==> config.mk <==
export PLATFORM = sky130hd
export DESIGN_NAME = operand_feeder
export DESIGN_NICKNAME = d
export VERILOG_FILES = /design/src/rtl/operand_feeder.sv
export SDC_FILE = /design/constraint.sdc
export NUM_CORES = 1
export LEC_CHECK = 0
export ABC_AREA = 1
export CAP_MARGIN = 25
export CORE_MARGIN = 2
export CORE_UTILIZATION = 41
export CTS_CLUSTER_SIZE = 10
export DETAILED_ROUTE_END_ITERATION = 10
export PLACE_DENSITY = 0.65
export SETUP_SLACK_MARGIN = 0.02
export SLEW_MARGIN = 10
export SYNTH_ARGS = -nofsm -noshare
export SYNTH_HDL_FRONTEND = slang
export SYNTH_SLANG_ARGS = --single-unit
==> constraint.sdc <==
create_clock -name clk -period 2.65 [get_ports clk]
set_input_delay 0.53 -clock clk [delete_from_list [all_inputs] [get_ports clk]]
set_output_delay 0.53 -clock clk [all_outputs]
set_load 0.01 [all_outputs]
==> src/rtl/operand_feeder.sv <==
// Operand feeder: queues (a,b) pairs in a small FIFO and sequences them one at
// a time through a level-handshake y = a^2 + b^(1/3) engine, holding each
// result (with its operands and engine latency) until the consumer takes it.

package operand_feeder_pkg;

  // One queued operand pair.
  typedef struct packed {
    logic [7:0] a;
    logic [7:0] b;
  } pair_t;

endpackage

module operand_feeder
  import operand_feeder_pkg::*;
#(parameter int unsigned DEPTH = 4) (
  input  logic                     clk,
  input  logic                     rst,
  input  logic                     in_valid,
  output logic                     in_ready,
  input  logic [7:0]               in_a,
  input  logic [7:0]               in_b,
  output logic                     cy_start,
  output logic [7:0]               cy_a,
  output logic [7:0]               cy_b,
  input  logic                     cy_ready,
  input  logic [7:0]               cy_y,
  output logic                     res_valid,
  output logic [7:0]               res_y,
  output logic [7:0]               res_a,
  output logic [7:0]               res_b,
  output logic [15:0]              res_cycles,
  input  logic                     res_ack,
  output logic [$clog2(DEPTH):0]   count
);

  localparam int unsigned PW      = $clog2(DEPTH);
  localparam int unsigned CW      = $clog2(DEPTH) + 1;
  localparam logic [15:0] CYC_MAX = 16'hFFFF;

  // Reject depths the pointer arithmetic cannot wrap correctly.
  if ((DEPTH < 2) || (DEPTH > 16) || ((DEPTH & (DEPTH - 1)) != 0)) begin : g_depth_check
    $error("operand_feeder: DEPTH must be a power of two in 2..16");
  end

  typedef enum logic [1:0] {
    IDLE  = 2'd0,
    ISSUE = 2'd1,
    DRAIN = 2'd2,
    HOLD  = 2'd3
  } state_t;

  // FIFO storage and bookkeeping
  pair_t          mem_q [DEPTH];
  logic [PW-1:0]  wptr_q;
  logic [PW-1:0]  wptr_d;
  logic [PW-1:0]  rptr_q;
  logic [PW-1:0]  rptr_d;
  logic [CW-1:0]  count_q;
  logic [CW-1:0]  count_d;
  pair_t          head_c;
  pair_t          wr_pair_c;
  logic           push_c;
  logic           pop_c;

  // Sequencer state and registered outputs
  state_t         state_q;
  logic           cy_start_q;
  logic [7:0]     cy_a_q;
  logic [7:0]     cy_b_q;
  logic [15:0]    cyc_q;
  logic [15:0]    cyc_inc_c;
  logic           res_valid_q;
  logic [7:0]     res_y_q;
  logic [7:0]     res_a_q;
  logic [7:0]     res_b_q;
  logic [15:0]    res_cycles_q;

  // Handshake decode; a pop only ever sees the registered occupancy, so an
  // entry being pushed this cycle cannot be popped in the same cycle.
  always_comb begin
    in_ready  = (count_q < CW'(DEPTH));
    push_c    = in_valid && in_ready;
    pop_c     = (state_q == IDLE) && (count_q != '0) && !res_valid_q;
    head_c    = mem_q[rptr_q];
    wr_pair_c = '{a: in_a, b: in_b};
  end

  // Next pointer and occupancy values; simultaneous push and pop cancel out.
  always_comb begin
    wptr_d  = wptr_q;
    rptr_d  = rptr_q;
    count_d = count_q;
    if (push_c) begin
      wptr_d = wptr_q + PW'(1);
    end
    if (pop_c) begin
      rptr_d = rptr_q + PW'(1);
    end
    unique case ({push_c, pop_c})
      2'b10:   count_d = count_q + CW'(1);
      2'b01:   count_d = count_q - CW'(1);
      default: count_d = count_q;
    endcase
  end

  // FIFO payload storage; contents are don't-care until written.
  always_ff @(posedge clk) begin
    if (push_c) begin
      mem_q[wptr_q] <= wr_pair_c;
    end
  end

  // FIFO pointers and occupancy; reset empties the queue.
  always_ff @(posedge clk or posedge rst) begin
    if (rst) begin
      wptr_q  <= '0;
      rptr_q  <= '0;
      count_q <= '0;
    end else begin
      wptr_q  <= wptr_d;
      rptr_q  <= rptr_d;
      count_q <= count_d;
    end
  end

  // Job latency counter increment, sticking at all-ones.
  always_comb begin
    cyc_inc_c = (cyc_q == CYC_MAX) ? cyc_q : (cyc_q + 16'd1);
  end

  // Job sequencer: issue head pair, wait for result, wait for engine idle,
  // then hold the result until acknowledged.
  always_ff @(posedge clk or posedge rst) begin
    if (rst) begin
      state_q      <= IDLE;
      cy_start_q   <= 1'b0;
      cy_a_q       <= '0;
      cy_b_q       <= '0;
      cyc_q        <= '0;
      res_valid_q  <= 1'b0;
      res_y_q      <= '0;
      res_a_q      <= '0;
      res_b_q      <= '0;
      res_cycles_q <= '0;
    end else begin
      unique case (state_q)
        IDLE: begin
          if (pop_c) begin
            cy_a_q     <= head_c.a;
            cy_b_q     <= head_c.b;
            cy_start_q <= 1'b1;
            cyc_q      <= '0;
            state_q    <= ISSUE;
          end
        end
        ISSUE: begin
          cyc_q <= cyc_inc_c;
          if (cy_ready) begin
            res_y_q      <= cy_y;
            res_a_q      <= cy_a_q;
            res_b_q      <= cy_b_q;
            res_cycles_q <= cyc_inc_c;
            cy_start_q   <= 1'b0;
            state_q      <= DRAIN;
          end
        end
        DRAIN: begin
          if (!cy_ready) begin
            res_valid_q <= 1'b1;
            state_q     <= HOLD;
          end
        end
        HOLD: begin
          if (res_ack) begin
            res_valid_q <= 1'b0;
            state_q     <= IDLE;
          end
        end
        default: begin
          state_q <= IDLE;
        end
      endcase
    end
  end

  // Output drive from registered state.
  always_comb begin
    cy_start   = cy_start_q;
    cy_a       = cy_a_q;
    cy_b       = cy_b_q;
    res_valid  = res_valid_q;
    res_y      = res_y_q;
    res_a      = res_a_q;
    res_b      = res_b_q;
    res_cycles = res_cycles_q;
    count      = count_q;
  end

endmodule

Word level (Yosys, flattened, before mapping) --
Memory sizes are Yosys's and may differ from the RTL's. A register that Yosys moved wholly into a read port is not among the register bits. Index checks and enable logic that the tools add are counted.
Word-level totals: memory bits (writable) 64, bits of input ports 29, register bits 67, output and inout port bits 62, memories kept 1
Memories:
- mem_q | words 4, width 16, rd ports 1, clocked after memory_dff 1, write ports 1, line 55 | pair_t mem_q [DEPTH];
Operators by class: muxes and demuxes 17, equal/unequal tests 10, reduce and logical (&&, ||, !) cells 15, magnitude comparators 1, $add $sub $neg 5
Operators with widths (count):
- two-way mux 16 bit | 2
- one-hot mux 16 bit (2 select lines) | 1
- adder 16 x 1 -> 16 bit, second input constant | 1
- == test 16 bit, second input constant | 1
- two-way mux 2 bit | 4
- != test 2 bit, second input constant | 4
- one-hot mux 2 bit (4 select lines) | 1
- == test 2 bit, second input constant | 3
- two-way mux 1 bit | 6
- one-hot mux 3 bit (2 select lines) | 1
- AND reduction 2 bit | 3
- AND reduction 3 bit | 2
- nonzero test 2 bit | 3
- adder 2 x 1 -> 2 bit, second input constant | 2
- == test 2 x 1 -> 1 bit, second input constant | 2
- one-hot mux 1 bit (2 select lines) | 2
- AND reduction 4 bit | 1
- adder 3 x 1 -> 3 bit, second input constant | 1
- logical AND 1 bit | 3
- < comparator 3 bit, second input constant | 1
- nonzero test 3 bit | 1
- subtractor 3 x 1 -> 3 bit, second input constant | 1
- logical NOT 2 bit | 1
- logical NOT 1 bit | 1

Logic depth before layout (Yosys ltp) --
Gate-level depths: netlist of run 1.
depth in word-level cells 5, mapped depth 11

Worst setup path after synthesis of run 1 --
No wires, ideal clock.
path kind register -> register, from register state_q[0], to register count_q[2], in the netlist count[2], path slack 0.383 ns, cell stages (with the launch flop) 12, arrival 2.136 ns, data required time 2.519 ns, cells stage by stage dfrtp_1 > inv_1 > ha_1 > nand3_2 > inv_2 > clkbuf_1 > ha_1 > inv_1 > fa_1 > a21oi_1 > o21ai_0 > xor2_1
Between the ends: longest elaborated chain between the ends 5, elaborated cells on any way between the ends 7, those cells by class eq/ne: 2; mux: 1; reduce/logical: 4
Ends and longest elaborated chain:
- from (decl) | line 68 | state_t state_q;
- from (signal assigned) | line 137 | state_q <= IDLE;
- from (signal assigned) | line 155 | state_q <= ISSUE;
- from (signal assigned) | line 166 | state_q <= DRAIN;
- logical NOT 2 bit (*) | line 85 | pop_c = (state_q == IDLE) && (count_q != '0) && !res_valid_q;
- logical AND 1 bit (*) (2 in series) | line 85
- net pop_c | line 65 | logic pop_c;
- == test 2 x 1 -> 1 bit / == test 2 bit (equally long branches) | line 101 | unique case ({push_c, pop_c})
- one-hot mux 3 bit (2 select lines) / nonzero test 2 bit (equally long branches)
- to (signal assigned) | line 124 | count_q <= count_d;
- to (decl) | line 60 | logic [CW-1:0] count_q;
The timed path passes the listed nets; every way through them passes the cells marked *. A chain may end at the register's enable or synchronous reset.

Final worst setup path of run 1 --
from register state_q[0], to register count_q[2], in the netlist count[2]
Between the ends: longest elaborated chain between the ends 5, elaborated cells on any way between the ends 7, those cells by class eq/ne: 2; mux: 1; reduce/logical: 4
Ends and longest elaborated chain (line):
- logical NOT 2 bit (*) | 85
- logical AND 1 bit (*) (2 in series) | 85
- == test 2 x 1 -> 1 bit / == test 2 bit (equally long branches) | 101
- one-hot mux 3 bit (2 select lines) / nonzero test 2 bit (equally long branches)
Every way passes the cells marked *; elsewhere a longest branch is shown, timed or not.

==> results of run 1 <==
-- placed cells by master, fill, tap and decap left out, types with 3 or more instances in the layout --
cell	n
nand2_1	169
edfxtp_1	64
clkbuf_16	18
ha_1	11
inv_6	4
dfrtp_1	83
nand2_2	4
nor2_1	75
nand3_1	10
clkinv_4	3
inv_1	46
nand3_2	8
xor2_1	8
a21oi_1	3
buf_4	11
clkinvlp_4	4
o21ai_1	20
inv_2	4
o21ai_0	80
clkdlybuf4s50_1	90
nand4_1	3
-- registers in the layout, indices dropped and copies added (netlist names) --
name and count:
state_q 2, cy_b 8, count 3, wptr_q 2, res_y 8, res_valid 1, res_b 8, mem_q 64
cy_start 1, cyc_q 16, rptr_q 2, res_a 8, cy_a 8, res_cycles 16
-- routing by layer --
metal / vias to the layer above / track usage / wire, um
li1: 2242 / - / -
met1: 2236 / 0.2188 / 6088
met2: 87 / 0.3014 / 7006
met3: 8 / 0.03978 / 475
met4: 0 / 0.07304 / 113
met5: - / 0 / 0
-- final timing paths --
| kind | to | slack (ps) | from |
|---|---|---|---|
| max in group asynchronous | res_y[2] | 1520 | rst |
| worst min register to register | res_cycles[13] | 480 | res_cycles[13] |
| worst min-delay path | res_cycles[13] | 480 | res_cycles[13] |
| worst max-delay path | count[2] | 480 | state_q[0] |
| min in group asynchronous | res_b[5] | 560 | rst |
| worst max register to register | count[2] | 480 | state_q[0] |
-- power by group --
group / internal, mW / leakage [nW] / total [mW] / switching, mW
Clock: 1.37 / 0.283 / 2.38 / 1.00
Sequential: 2.38 / 1.71 / 2.38 / 0
Combinational: 0.0425 / 1.42 / 0.0859 / 0.0433
-- logic make-up (layout without fill, tap and decap cells) --
kind of cell | Yosys count | count (layout) | synth area share
simple gates | 277 | 277 | 0.1861
flops | 147 | 147 | 0.6395
compound gates | 107 | 107 | 0.08683
buf+inv | 76 | 188 | 0.04982
fa+ha+maj | 12 | 12 | 0.02521
xor+xnor | 9 | 9 | 0.01261
-- cell type report --
cell class / count / share of cell area
Sequential cell: 147 / 0.4991
Multi-Input combinational cell: 405 / 0.2429
Timing Repair Buffer: 104 / 0.1296
Clock buffer: 18 / 0.05622
Tap cell: 188 / 0.02936
Inverter: 52 / 0.02514
Clock inverter: 14 / 0.01765
-- per-stage QoR --
stage               std cells  setup slack [ps]
detailed placement        895             286.4
CTS                       927             464.8
finish                    928             478.9
global placement          895             336.8
global route              928             320.1
floorplan                 628             383.5
-- critical path, stage by stage, from the launching register on --
cell,delay [ps]
dfrtp_1,410
inv_1,120
ha_1,250
nand3_2,160
inv_2,90
ha_1,130
inv_1,70
fa_1,380
a21oi_1,150
o21ai_0,120
xor2_1,160
==> results by group, run 1 <==
Die
  • Initial Util: 0.4160
  • CORE AREA: 15,030 sq um
  • Standard-cell row count: 45
  • Die Span X: 127.5 um
  • Io pins: 91
  • Die height: 127.5 um
  • Die area: 16,260 sq um

Synthesis
  • Number of standard cells after synthesis: 628
  • Synth area leader: dfrtp_1
  • Top-count cell post-synth: nand2_1
  • Net count after synthesis: 669
  • Synth warnings: 0
  • Top cells by area in the synthesized netlist: dfrtp_1, edfxtp_1, nand2_1, o21ai_0, nor2_1
  • Area share of the leading cell type in the synthesized netlist: 0.3321
  • Post-Syn Area: 6253 sq um
  • Per-instance average area after synthesis: roughly 10 sq um
  • Number of distinct library cell variants in the gate-level netlist after synthesis: 33
  • Number of enable flip-flop cells after synthesis: 64
  • Proportion of synthesized chip area in sequential cells: 0.6395
  • List of most frequent post-synthesis cells: nand2_1, dfrtp_1, o21ai_0
  • Flops & latches, synth: 147
  • Prevailing post-synth register cell: dfrtp_1
  • Async SR Flop Fraction: 0.5646

STA
  • Setup repair after global routing missed its margin: false
  • Max-slew violation count: 0
  • Number of setup violations in the final report: 0
  • Fin crit period: 2171 ps
  • Final hold viol count: 0
  • Normalized max-slew margin: 0.5377
  • Total negative setup slack: 0 ps
  • Layout Skew: 6.295 ps
  • Hold WS: between 400 and 500 ps
  • Period Utilization, post-route: 0.8193
  • Actual transition at the worst max-transition pin: approximately 690 ps
  • FMAX: 0.4606 GHz

Cells and area
  • Area of all placed cells without fillers: 8011 sq um
  • Net total in the final layout: approximately 770
  • Footprint of the multi-input gates: around 2000 sq um
  • Final core utilization: 0.5329
  • Area of all sequential standard cells: 3999 sq um
  • Antenna cells: 0
  • Filler Cells Inserted: 1,325
  • Share of final-layout standard cells stronger than drive strength 1: 0.09459
  • Area growth syn-to-layout: 28.11%

Global route
  • Global-route wire length before repair: 22.53 mm
  • Overflow after GRT: 0
  • Global routing usage summed across all routing layers: 0.1771
  • Pin count of the biggest net entering global routing: 34
  • Antenna violations before repair: 0
  • Vias in the first global route: 4,609

Routing
  • Final routed wirelength across all metal layers: 13.68 mm
  • Via count of the routed design: 4,573
  • DRC viols: 0
  • DR WL/cell: 14.74 um
  • Pre-Repair DR Iteration Count: 4
  • Starting DRT DRC Count: 323
  • Number of vias per cell after detailed routing: 4.928
  • DRT antenna net count: 0

CTS
  • Clock sink count: roughly 150
  • Cts-stage hold buffer count: 0
  • Buffers from clock root to sink, at most: 2
  • CTS Root Cell: clkbuf_16
  • Clk Latency, worst-skew pair: 420 ps
  • CTS tree: done
  • Number of cells upsized or downsized after cts: 0
  • CTS clock-pin slew for the worst setup and hold paths: approximately 60 ps
  • Total setup buffers inserted after CTS: 0
  • Clock H-tree levels: 4
  • Number of buffers created by CTS: 17

Worst hold path
  • Tightest Hold Check Type: reg2reg
  • Hold Path Cell Cnt: 2

Power and ir drop
  • Power Total: 4.841 mW
  • Pleak: 3.410 nW
  • Maximum resistive drop on vdd: around 0.44 mV
  • Total power density per cell area: 604.2 nW/um^2

Critical path
  • Required @ worst endpoint: 2940 ps
  • Setup crit end kind: flip-flop
  • Crit Path Category: reg2reg
  • CP Data Arrival Time: 2460 ps
  • Number of cells on the worst reg-to-reg path: 10
  • Critical Path Start Type: flip-flop
  • Highest net fanout along the worst path: 6

Placement
  • Buffers on Ports: 90
  • Total half-perimeter wirelength after legalization and detailed placement: about 9.3 mm
  • Routability congestion estimate from global placement: 0.8502
  • Placed cell areas: between 7000 and 8000 sq um

Outcome
  • Outcome: complete, no violations

Job
  • Maximum capacitance violations: 0
Power figures use the tool's default switching activity.
==> inputs of run 2 (changes only) <==
- PLACE_DENSITY: 0.65 -> 0.63
- clock period: 2.65 -> 2.1 ns (I/O delays scaled with it)
==> results by group, run 2 (synthesis results as in run 1) <==
Outcome
  • Outcome: complete, no violations

Cells and area
  • Antenna cells: 0 (unchanged)
  • Largest register by flop count: mem_q
  • Footprint of the multi-input gates: 1958 sq um (+0.64%)
  • Filler Cells Inserted: 1,278 (-3.5%)
  • Net total in the final layout: 772 (+0.52%)
  • Share of final-layout standard cells stronger than drive strength 1: 0.1022 (+0.007556)
  • Commonest non-fill, non-tap cell in the layout: nand2_1
  • Commonest cells after routing, fill and taps aside: nand2_1, clkdlybuf4s50_1, dfrtp_1, o21ai_0, nor2_1
  • Max FFs per register: 64 (unchanged)
  • Area of all sequential standard cells: 3999 sq um (unchanged)
  • Area growth syn-to-layout: 29.21%

Power and ir drop
  • Total power density per cell area: 756.3 nW/um^2 (+25%)
  • Pleak: 3.451 nW (+1.2%)
  • Power Total: 6.111 mW (+26%)
  • Maximum resistive drop on vdd: 0.8435 mV (+91%)

STA
  • Max-slew violation count: 0 (unchanged)
  • FMAX: 0.5193 GHz (+13%)
  • Layout Skew: 13.11 ps (+6.818 ps)
  • Number of setup violations in the final report: 0 (unchanged)
  • Total negative setup slack: 0 ps (unchanged)
  • Fin crit period: 1926 ps (-245.3 ps)
  • Actual transition at the worst max-transition pin: 403.2 ps (-288.8 ps)
  • Setup repair after global routing missed its margin: false
  • Final hold viol count: 0 (unchanged)
  • Period Utilization, post-route: 0.9171 (+0.09778)
  • Normalized max-slew margin: 0.7306 (+0.1929)

Routing
  • Pre-Repair DR Iteration Count: 5 (+1)
  • Final routed wirelength across all metal layers: 13.07 mm (-4.5%)
  • Via count of the routed design: 4,523 (-1.1%)
  • Starting DRT DRC Count: 305 (-5.6%)
  • DRC viols: 0 (unchanged)
  • DR WL/cell: 14.02 um (-4.9%)
  • Number of vias per cell after detailed routing: 4.853 (-1.5%)
  • DRT antenna net count: 0 (unchanged)

Job
  • Maximum capacitance violations: 0 (unchanged)

CTS
  • Number of buffers created by CTS: 17 (unchanged)
  • Clk Latency, worst-skew pair: 420 ps (about the same)
  • Buffers from clock root to sink, at most: 2 (unchanged)
  • CTS clock-pin slew for the worst setup and hold paths: 70 ps (about the same)
  • Clock H-tree levels: 4 (unchanged)
  • CTS tree: done
  • Cts-stage hold buffer count: 0 (unchanged)
  • CTS Root Cell: clkbuf_16
  • Clock sink count: 147 (unchanged)

Die
  • Initial Util: 0.4160 (unchanged)
  • Die height: 127.5 um (unchanged)
  • Die Span X: 127.5 um (unchanged)
  • CORE AREA: 15,030 sq um (unchanged)
  • Die area: 16,260 sq um (unchanged)
  • Io pins: 91 (unchanged)
  • Standard-cell row count: 45 (unchanged)

Global route
  • Global-route wire length before repair: 22.07 mm (-2.0%)
  • Antenna violations before repair: 0 (unchanged)
  • Global routing usage summed across all routing layers: 0.1734 (-0.003740)
  • Overflow after GRT: 0 (unchanged)
  • Pin count of the biggest net entering global routing: 44 (+29%)
  • Vias in the first global route: 4,469 (-3.0%)

Critical path
  • Highest net fanout along the worst path: 4 (-2)
  • Register-to-register setup slack: 170 ps (-300 ps)
  • CP Data Arrival Time: 2220 ps (-240 ps)
  • Critical Path Start Type: flip-flop
  • Crit Path Category: reg2reg
  • Setup crit end kind: flip-flop
  • End of the worst register-to-register path: count[2]
  • R2r startpoint: state_q[1]
  • Required @ worst endpoint: 2390 ps (-550 ps)
  • Number of cells on the worst reg-to-reg path: 10 (unchanged)

Placement
  • Total half-perimeter wirelength after legalization and detailed placement: 8.898 mm (-4.0%)
  • Routability congestion estimate from global placement: 0.8381 (-1.4%)
  • Buffers on Ports: 90 (unchanged)

Worst hold path
  • Tightest Hold Check Type: in2async
[run 2: timing repair]
action / in CTS / in global routing
setup buffers: 0 / 1
resized for setup: 0 / 1
endpoints found under the setup margin: 0 / 1
[run 2: per-layer routing]
layer	vias to the layer above	share of wire	track usage
li1	2252	-	-
met1	2145	0.45	0.2223
met2	102	0.50	0.2866
met3	24	0.037	0.04690
met4	0	0.017	0.05753
met5	-	0	0
[run 2: how the worst max path moves through the flow]
stage                     startpoint  endpoint  slack [ps]  cells after the start
after global placement      in_valid  count[2]          80                      8
after CTS                 state_q[1]  count[2]         150                     10
after global routing      state_q[1]  count[2]          30                     10
after detailed placement    in_valid  count[2]          50                      8
final                     state_q[1]  count[2]         170                     10
after floorplan           state_q[1]  count[2]          40                     11
[run 2: through the flow]
step	std cells	hold WS [ps]	area (sq um)	worst slack, ps	util
floorplan	628	488.6	6280	41.23	-
global route	932	365.5	8080	28.30	0.5375
global placement	899	461.2	7472	82.05	0.4970
finish	932	342.6	8080	174.1	0.5375
detailed placement	899	468.6	7472	50.80	0.4970
CTS	931	342.5	8073	154.2	0.5370
[run 2: area by class of cell]
class                           count  area share
Inverter                           52     0.02493
Clock buffer                       20     0.06194
Clock inverter                     12     0.01239
Tap cell                          188     0.02911
Multi-Input combinational cell    405      0.2423
Sequential cell                   147      0.4949
Timing Repair Buffer              108      0.1344
[run 2: critical path: stages (launching register included)]
cell and delay (ps):
dfrtp_1 420, inv_2 110, ha_4 160, nand3_2 90, inv_2 70, ha_1 130
inv_1 60, fa_1 390, a21oi_1 150, o21ai_1 90, xor2_1 140
[run 2: power by group]
| part | switching [mW] | leakage, nW | total (mW) | internal, mW |
|---|---|---|---|---|
| registers | 0 | 1.71 | 3.00 | 3.00 |
| clock network | 1.24 | 0.300 | 3.00 | 1.76 |
| logic | 0.0526 | 1.44 | 0.110 | 0.0572 |
